## config.mk

```make
export PLATFORM = sky130hd
export DESIGN_NAME = reu_sdram_ctrl
export DESIGN_NICKNAME = d
export VERILOG_FILES = /design/src/rtl/reu_sdram_ctrl.sv
export SDC_FILE = /design/constraint.sdc
export NUM_CORES = 1
export LEC_CHECK = 0
export ABC_AREA = 0
export CAP_MARGIN = 20
export CORE_ASPECT_RATIO = 1.25
export CORE_MARGIN = 2
export CORE_UTILIZATION = 40
export CTS_CLUSTER_DIAMETER = 50
export CTS_CLUSTER_SIZE = 16
export DETAILED_ROUTE_END_ITERATION = 16
export GPL_TIMING_DRIVEN = 1
export PLACE_DENSITY = 0.66
export SYNTH_ARGS = -nofsm -noshare
export SYNTH_HDL_FRONTEND = slang
export SYNTH_SLANG_ARGS = --single-unit
```

## constraint.sdc

```tcl
create_clock -name i_c25m -period 8.04 [get_ports i_c25m]
set_input_delay 1.608 -clock i_c25m [delete_from_list [all_inputs] [get_ports i_c25m]]
set_output_delay 1.608 -clock i_c25m [all_outputs]
set_load 0.05 [all_outputs]
```

## src/rtl/reu_sdram_ctrl.sv

```systemverilog
// ---------------------------------------------------------------------------
// reu_sdram_ctrl
// SDRAM controller for a C64 RAM Expansion Unit. One SDRAM operation (read,
// write or auto-refresh) is run per PHI2 cycle. All logic runs on C25M. Command
// pins are registered and decoded from the next state, so the pins always show
// the command belonging to the state currently held in r_state.
//
// Ports
//   i_c25m            system clock, rising edge
//   i_reset           synchronous active-high reset
//   i_phi2            C64 PHI2 (asynchronous), rising edge starts an operation
//   i_ramrd/i_ramwr   read / write request from the DMA sequencer
//   i_ra[23:0]        byte address: [23:22] bank, [21:10] row, [9:0] column
//   i_wd[7:0]         write data
//   o_rd[7:0]         read data register
//   o_ready           high once SDRAM initialisation has completed
//   o_ncs..o_nwe      SDRAM command pins
//   o_ba, o_a         SDRAM bank / address
//   o_dqm             SDRAM data mask
//   o_dqout, o_dqoe   SDRAM write data and its output enable
//   i_dqin[7:0]       SDRAM read data
// ---------------------------------------------------------------------------
module reu_sdram_ctrl #(
  parameter int unsigned INIT_CYCLES = 5000,
  parameter int unsigned INIT_REFS   = 8
) (
  input  logic        i_c25m,
  input  logic        i_reset,
  input  logic        i_phi2,
  input  logic        i_ramrd,
  input  logic        i_ramwr,
  input  logic [23:0] i_ra,
  input  logic [7:0]  i_wd,
  output logic [7:0]  o_rd,
  output logic        o_ready,
  output logic        o_ncs,
  output logic        o_nras,
  output logic        o_ncas,
  output logic        o_nwe,
  output logic [1:0]  o_ba,
  output logic [11:0] o_a,
  output logic        o_dqm,
  output logic [7:0]  o_dqout,
  output logic        o_dqoe,
  input  logic [7:0]  i_dqin
);

  localparam logic [12:0] INIT_LOAD = 13'(INIT_CYCLES);
  localparam logic [3:0]  REFS_LOAD = 4'(INIT_REFS - 1);

  // {nCS, nRAS, nCAS, nWE}
  localparam logic [3:0] CMD_NOP   = 4'b0111;
  localparam logic [3:0] CMD_ACT   = 4'b0011;
  localparam logic [3:0] CMD_READ  = 4'b0101;
  localparam logic [3:0] CMD_WRITE = 4'b0100;
  localparam logic [3:0] CMD_PRE   = 4'b0010;
  localparam logic [3:0] CMD_REF   = 4'b0001;
  localparam logic [3:0] CMD_MRS   = 4'b0000;
  localparam logic [3:0] CMD_DESEL = 4'b1111;

  typedef enum logic [3:0] {
    S_INIT_WAIT = 4'd0,
    S_INIT_PC   = 4'd1,
    S_INIT_REF  = 4'd2,
    S_INIT_MRS  = 4'd3,
    S_IDLE      = 4'd4,
    S_ACT       = 4'd5,
    S_RCD       = 4'd6,
    S_RW        = 4'd7,
    S_CL1       = 4'd8,
    S_CL2       = 4'd9,
    S_REF       = 4'd10,
    S_RFC       = 4'd11
  } state_t;

  state_t      r_state;
  state_t      w_next_state;
  logic [12:0] r_cnt;
  logic [12:0] w_next_cnt;
  logic [3:0]  r_ref_cnt;
  logic [3:0]  w_next_ref;

  logic [1:0]  r_sync;
  logic        w_start;
  logic        w_load;
  logic [23:0] r_ra;
  logic [7:0]  r_wd;
  logic        r_wr;
  logic [7:0]  r_rd;
  logic        r_ready;
  logic [13:0] w_bank_row;

  logic [3:0]  w_cmd;
  logic [1:0]  w_ba;
  logic [11:0] w_a;
  logic        w_dqm;
  logic        w_dqoe;
  logic [7:0]  w_dqout;

  logic [3:0]  r_cmd;
  logic [1:0]  r_ba;
  logic [11:0] r_a;
  logic        r_dqm;
  logic        r_dqoe;
  logic [7:0]  r_dqout;

  // r_sync[0] is the first synchroniser stage, r_sync[1] holds its previous value
  assign w_start = r_sync[0] & ~r_sync[1];
  assign w_load  = (r_state == S_IDLE) && w_start;
  // ACT is only entered in the cycle the request is latched, so take the
  // address straight from the inputs then
  assign w_bank_row = w_load ? i_ra[23:10] : r_ra[23:10];

  // State register with counters
  always_ff @(posedge i_c25m) begin
    if (i_reset) begin
      r_state   <= S_INIT_WAIT;
      r_cnt     <= INIT_LOAD;
      r_ref_cnt <= REFS_LOAD;
    end else begin
      r_state   <= w_next_state;
      r_cnt     <= w_next_cnt;
      r_ref_cnt <= w_next_ref;
    end
  end

  // Next-state logic; counters only decrement while non-zero
  always_comb begin
    w_next_state = r_state;
    w_next_cnt   = r_cnt;
    w_next_ref   = r_ref_cnt;
    case (r_state)
      S_INIT_WAIT: begin
        if (r_cnt == 13'd0) begin
          w_next_state = S_INIT_PC;
          w_next_cnt   = 13'd1;
        end else begin
          w_next_cnt = r_cnt - 13'd1;
        end
      end
      S_INIT_PC: begin
        if (r_cnt == 13'd0) begin
          w_next_state = S_INIT_REF;
          w_next_cnt   = 13'd2;
          w_next_ref   = REFS_LOAD;
        end else begin
          w_next_cnt = r_cnt - 13'd1;
        end
      end
      S_INIT_REF: begin
        if (r_cnt == 13'd0) begin
          if (r_ref_cnt == 4'd0) begin
            w_next_state = S_INIT_MRS;
            w_next_cnt   = 13'd1;
          end else begin
            w_next_cnt = 13'd2;
            w_next_ref = r_ref_cnt - 4'd1;
          end
        end else begin
          w_next_cnt = r_cnt - 13'd1;
        end
      end
      S_INIT_MRS: begin
        if (r_cnt == 13'd0) begin
          w_next_state = S_IDLE;
        end else begin
          w_next_cnt = r_cnt - 13'd1;
        end
      end
      S_IDLE: begin
        if (w_start) begin
          if (i_ramrd || i_ramwr) begin
            w_next_state = S_ACT;
          end else begin
            w_next_state = S_REF;
          end
        end else begin
          w_next_state = S_IDLE;
        end
      end
      S_ACT: w_next_state = S_RCD;
      S_RCD: w_next_state = S_RW;
      S_RW: begin
        if (r_wr) begin
          w_next_state = S_RFC;
          w_next_cnt   = 13'd1;
        end else begin
          w_next_state = S_CL1;
        end
      end
      S_CL1: w_next_state = S_CL2;
      // RFC doubles as the two-NOP write-recovery / precharge gap
      S_CL2, S_REF: begin
        w_next_state = S_RFC;
        w_next_cnt   = 13'd1;
      end
      S_RFC: begin
        if (r_cnt == 13'd0) begin
          w_next_state = S_IDLE;
        end else begin
          w_next_cnt = r_cnt - 13'd1;
        end
      end
      default: begin
        w_next_state = S_INIT_WAIT;
        w_next_cnt   = INIT_LOAD;
        w_next_ref   = REFS_LOAD;
      end
    endcase
  end

  // Output decode from the next state; a command is issued on entry to its step
  always_comb begin
    w_cmd   = CMD_NOP;
    w_ba    = 2'd0;
    w_a     = 12'd0;
    w_dqm   = 1'b1;
    w_dqoe  = 1'b0;
    w_dqout = 8'd0;
    case (w_next_state)
      S_INIT_PC: begin
        if (w_next_cnt == 13'd1) begin
          w_cmd = CMD_PRE;
          w_a   = 12'h400;
        end else begin
          w_cmd = CMD_NOP;
        end
      end
      S_INIT_REF: begin
        if (w_next_cnt == 13'd2) begin
          w_cmd = CMD_REF;
        end else begin
          w_cmd = CMD_NOP;
        end
      end
      S_INIT_MRS: begin
        if (w_next_cnt == 13'd1) begin
          w_cmd = CMD_MRS;
          w_a   = 12'h020;
        end else begin
          w_cmd = CMD_NOP;
        end
      end
      S_ACT: begin
        w_cmd = CMD_ACT;
        w_ba  = w_bank_row[13:12];
        w_a   = w_bank_row[11:0];
      end
      S_RW: begin
        w_ba  = r_ra[23:22];
        w_a   = {2'b01, r_ra[9:0]};
        w_dqm = 1'b0;
        if (r_wr) begin
          w_cmd   = CMD_WRITE;
          w_dqoe  = 1'b1;
          w_dqout = r_wd;
        end else begin
          w_cmd = CMD_READ;
        end
      end
      S_CL1, S_CL2: w_dqm = 1'b0;
      S_REF:        w_cmd = CMD_REF;
      default:      w_cmd = CMD_NOP;
    endcase
  end

  // Registered SDRAM pins; reset deselects the device
  always_ff @(posedge i_c25m) begin
    if (i_reset) begin
      r_cmd   <= CMD_DESEL;
      r_ba    <= 2'd0;
      r_a     <= 12'd0;
      r_dqm   <= 1'b1;
      r_dqoe  <= 1'b0;
      r_dqout <= 8'd0;
    end else begin
      r_cmd   <= w_cmd;
      r_ba    <= w_ba;
      r_a     <= w_a;
      r_dqm   <= w_dqm;
      r_dqoe  <= w_dqoe;
      r_dqout <= w_dqout;
    end
  end

  // PHI2 synchroniser, request latch, read capture and ready flag
  always_ff @(posedge i_c25m) begin
    if (i_reset) begin
      r_sync  <= 2'b00;
      r_ra    <= 24'd0;
      r_wd    <= 8'd0;
      r_wr    <= 1'b0;
      r_rd    <= 8'd0;
      r_ready <= 1'b0;
    end else begin
      r_sync <= {r_sync[0], i_phi2};
      if (w_load) begin
        r_ra <= i_ra;
        r_wd <= i_wd;
        // a simultaneous read+write request performs only the write
        r_wr <= i_ramwr;
      end
      // CAS latency 2: data for the READ is on DQ during CL2
      if (r_state == S_CL2) begin
        r_rd <= i_dqin;
      end
      r_ready <= r_ready | (w_next_state == S_IDLE);
    end
  end

  assign {o_ncs, o_nras, o_ncas, o_nwe} = r_cmd;
  assign o_ba    = r_ba;
  assign o_a     = r_a;
  assign o_dqm   = r_dqm;
  assign o_dqoe  = r_dqoe;
  assign o_dqout = r_dqout;
  assign o_rd    = r_rd;
  assign o_ready = r_ready;

endmodule

```

After elaboration in Yosys (flattened, before gate mapping)
Cells that the tools add are included.

Register bits: 93.

Add/subtract/negate cells: 2. Eq/ne operators: 25. Muxes and demuxes: 32. Bitwise logic cells: 6. Reduce and logical (&&, ||, !) cells: 13.

Operators with widths (number): 13-bit case mux with 7 select lines (1); 13-bit two-way mux (5); 12-bit case mux with 4 select lines (1); 4-bit two-way mux (10); 4-bit case mux with 10 select lines (1); 4-bit by 3-bit equality test with 1-bit output (second input constant) (7); 4-bit equality test (second input constant) (7); 3-bit case mux with 6 select lines (1); 4-bit by 2-bit equality test with 1-bit output (second input constant) (4); 14-bit two-way mux (1); 13-bit by 1-bit equality test with 1-bit output (second input constant) (1); 13-bit by 2-bit equality test with 1-bit output (second input constant) (1); 13-bit logical NOT (1); 13-bit by 1-bit subtractor with 13-bit output (second input constant) (1); 4-bit case mux with 3 select lines (1); 11-bit two-way mux (1); 10-bit OR reduction (1); 3-bit two-way mux (3); 4-bit by 1-bit equality test with 1-bit output (second input constant) (2); 4-bit logical NOT (2); 6-bit two-way mux (1); 2-bit != test (second input constant) (3); 2-bit OR reduction (3); 3-bit OR reduction (2); other kinds (11) (17).

Logic depth before layout (Yosys ltp)
Depth after elaboration: 7. Depth in mapped cells: 13. Depth with buffers taken out: 12.

Worst setup path after synthesis
OpenSTA, ideal clock, no wires.

Path type: in2reg. From: in i_ramwr. To: reg r_cmd[2]. Library setup time: 0.131 ns. Arrival: 3.330 ns. Data required time: 7.909 ns. Path slack: 4.580 ns. Cell stages on the path: 8. Buffers on the path: 0. Path through: nor2_1 > or3_1 > a31o_2 > a211o_1 > or3_4 > o31a_1 > a211oi_1 > nand3_1.

Word-level cells in the longest chain between the ends: 6. Elaborated cells on any way between the ends: 11. Those cells by class: 6 x eq/ne; 4 x mux; 1 x reduce/logical.

Ends and longest elaborated chain: start: declaration (line 31) `input logic i_ramwr,`; 1-bit logical OR * (line 172) `if (i_ramrd || i_ramwr) begin`; 4-bit two-way mux * (line 172); 4-bit two-way mux * (line 171) `if (w_start) begin`; 4-bit case mux with 10 select lines * (line 132) `case (r_state)`; 4-bit equality test, or another cell as far along (line 220) `case (w_next_state)`; 3-bit case mux with 6 select lines * (line 220); end signal: assignment (line 277) `r_cmd <= w_cmd;`; end: declaration (line 100) `logic [3:0] r_cmd;`.

Every way passes the cells marked *; elsewhere a longest branch is shown, timed or not. A chain may end at the register's enable or synchronous reset.

Worst setup path in the final report
From: in i_ramwr. To: reg r_cmd[1].

Same word-level chain as after synthesis.

==> flow_summary.toml <==
[floorplanning]
die_area_mm2 = 0.0101
die_y_um = 112
fp.dieW_um = 90.4
io_pins = 82
core_mm2 = 0.00913
start_util = 0.409
fp-row-count = 39

[clock_tree]
h-tree-depth = 3
cts_resized = 0
numCtsBuffers = 9
post_cts_buffers = 0
clock_path_buffers = 2
cts_tree = "yes"
cts_root_buf = "clkbuf_16"
cts-hold-fix-buffers = 0
clk_latency_ns = 0.34
clk_pin_slew_ns = 0.06
cts_sinks = 81

[timing]
report.final.slew_viol_count = 0
fmax_mhz = 253
setup_tns_ns = 0
hold_viol = 0
hold-worst-slack_ns = 0.453
post-route-period-util = 0.491
fin_skew_ns = 0.00713
setup_violations = 0
worst_pin_slew_ns = 1.03
layout_min_cycle_time_ns = 3.95
slew_headroom = 0.312
rsz0062_at_grt = "no"

[power]
fin_total_pwr_w = 0.00104
vdd_drop_max_uv = 111
pwr_density_cell_mw_per_mm2 = 212
p_leak_nw = 1.75

[placement]
placed_area_mm2 = 0.00460
dp_hpwl_um = 6860
io_buffers = 81
place.gp.congestion = 0.924

[finish]
fillers = 857
final_cell_area_mm2 = 0.00490
final_cell_mix = "clkdlybuf4s50_1 (81), dfxtp_1 (81), nand2_1 (58), nor2_1 (40), a21oi_1 (35)"
area_delta_synth_final_pct = 31.2
antenna_cells = 0
fin_nets = 553
drive_gt1_frac = 0.0866

[critical_path]
crit_path_start_kind = "input port"
path_class = "in -> reg"
cp-end-kind = "flop"
worstPathArrival_ns = 4.16
cp.required_ns = 8.25
critPathMaxFanout = 13

[detailed_routing]
vias = 3481
vias_per_cell = 5.52
wirelength_um = 9850
routedWlPerCell_um = 15.6
drt_iter0_drc = 251
first_pass_iters = 4
post-route-drc-count = 0
final_antenna_net_count = 0

[yosys]
synth.distinct_cells = 69
ys_ff_latch = 81
yosys_warnings = 0
synth-main-ff-cell = "dfxtp_1"
synth_edf_count = 0
synth_async_sr_flop_share = 0
netlist_area_mm2 = 0.00374
syn-num-nets = 490
ys_seq_area_frac = 0.434
avgSynthCellArea_um2 = 8.49
netlist_instances = 440

[global_route]
grt_pass1_vias = 3421
grt_pass1_wl_um = 16200
grt-ovfl-total = 0
antenna_found_initial = 0
grt_max_degree = 43
grt.total_usage = 0.198

[min_path]
hp-class = "reg -> reg"

[job]
maxCapViolCount = 0

[status]
status = "finished, final reports clean"
final timing paths:
check                            start                   end  slack (ns)  cells past startpoint
hold / removal    r_wd[5]$_SDFFE_PP0P_  r_wd[5]$_SDFFE_PP0P_        0.45                      2
hold reg to reg   r_wd[5]$_SDFFE_PP0P_  r_wd[5]$_SDFFE_PP0P_        0.45                      2
setup / recovery               i_ramwr   r_cmd[1]$_SDFF_PP1_        4.09                      9
setup reg to reg   r_cnt[0]$_SDFF_PP0_    o_a[10]$_SDFF_PP0_        4.27                     12
stage by stage:
step	worst slack (ns)	instances	utilization
2_1_floorplan	4.58	440	-
3_3_place_gp	3.80	615	0.504
3_5_place_dp	3.73	615	0.504
4_1_cts	4.08	631	0.537
5_1_grt	3.92	631	0.537
6_report	4.09	631	0.537
routing by layer:
layer | global-route usage | up-vias | share of wire
li1 | - | 1705 | -
met1 | 0.231 | 1653 | 0.42
met2 | 0.352 | 107 | 0.51
met3 | 0.0403 | 16 | 0.053
met4 | 0.0862 | 0 | 0.021
met5 | 0 | - | 0
state kept, by name, indices dropped and copies added (netlist names):
name / count
r_cnt: 13
o_a: 12
r_wr: 1
r_cmd: 4
r_ra: 12
o_rd: 8
o_dqout: 8
r_state: 4
o_ready: 1
o_dqoe: 1
o_ba: 2
o_dqm: 1
r_sync: 2
r_wd: 8
r_ref_cnt: 4
cells in the mapped netlist, types with 2 or more instances:
library cell  instances  area, µm²
buf_2                 2       10.0
nor4b_1               3       26.3
a22oi_1              11       82.6
nor4_1                5       31.3
nand3_1               5       25.0
mux2i_1              10        100
o221ai_1              2       17.5
o31ai_1               5       37.5
nor2_1               40        150
nand2b_1              8       50.1
a31oi_1               8       50.1
a211oi_1              3       22.5
nor2b_1               4       25.0
or3b_1                3       26.3
a21boi_0              2       15.0
a32oi_1               2       17.5
nor3_1               12       60.1
dfxtp_1              81       1620
a211o_1               4       35.0
and3_1               10       62.6
inv_1                 9       33.8
o22ai_1               2       12.5
o21ai_0              11       55.1
or2_2                 8       50.1
nand3b_1              4       30.0
nand4_1               3       18.8
or3_1                 2       12.5
a21oi_1              35        175
nand2_1              58        218
and2_1                8       50.1
nor3b_1               4       30.0
a22o_1                3       26.3
ha_1                  5       62.6
or4_1                 4       30.0
clkbuf_1             28        105
a311oi_1              3       26.3
critical path: stages:
cell and delay [ns]:
clkdlybuf4s50_1 0.52, nor2_1 0.11, or3_1 0.36, a31o_2 0.25
a211o_1 0.33, or3_4 0.47, o31a_1 0.14, a211oi_1 0.26
nand3b_1 0.12
report_power, final:
| group | internal [W] | total, W | switching (W) |
|---|---|---|---|
| combinational | 0.0000803 | 0.000174 | 0.0000934 |
| clock | 0.000251 | 0.000424 | 0.000172 |
| sequential | 0.000417 | 0.000441 | 0.0000244 |
final cells by class:
type,instances,area [µm²],share of cell area
tap,123,154,0.0314
timing repair buffer,84,833,0.170
clock inverter,5,62.6,0.0128
inverter,10,37.5,0.00766
clock buffer,11,243,0.0495
sequential,81,1620,0.331
multi-input combinational,317,1950,0.398
cells by family (layout without fill, tap and decap cells):
logic type | count (synthesis) | count (layout) | share of synthesized area
mux | 10 | 10 | 0.0268
fa+ha+maj | 5 | 5 | 0.0167
xor+xnor | 1 | 1 | 0.00234
compound gates | 106 | 106 | 0.193
buf+inv | 42 | 110 | 0.0449
simple gates | 195 | 195 | 0.282
flops | 81 | 81 | 0.434
Note: power is estimated with default switching activity, not from simulation.
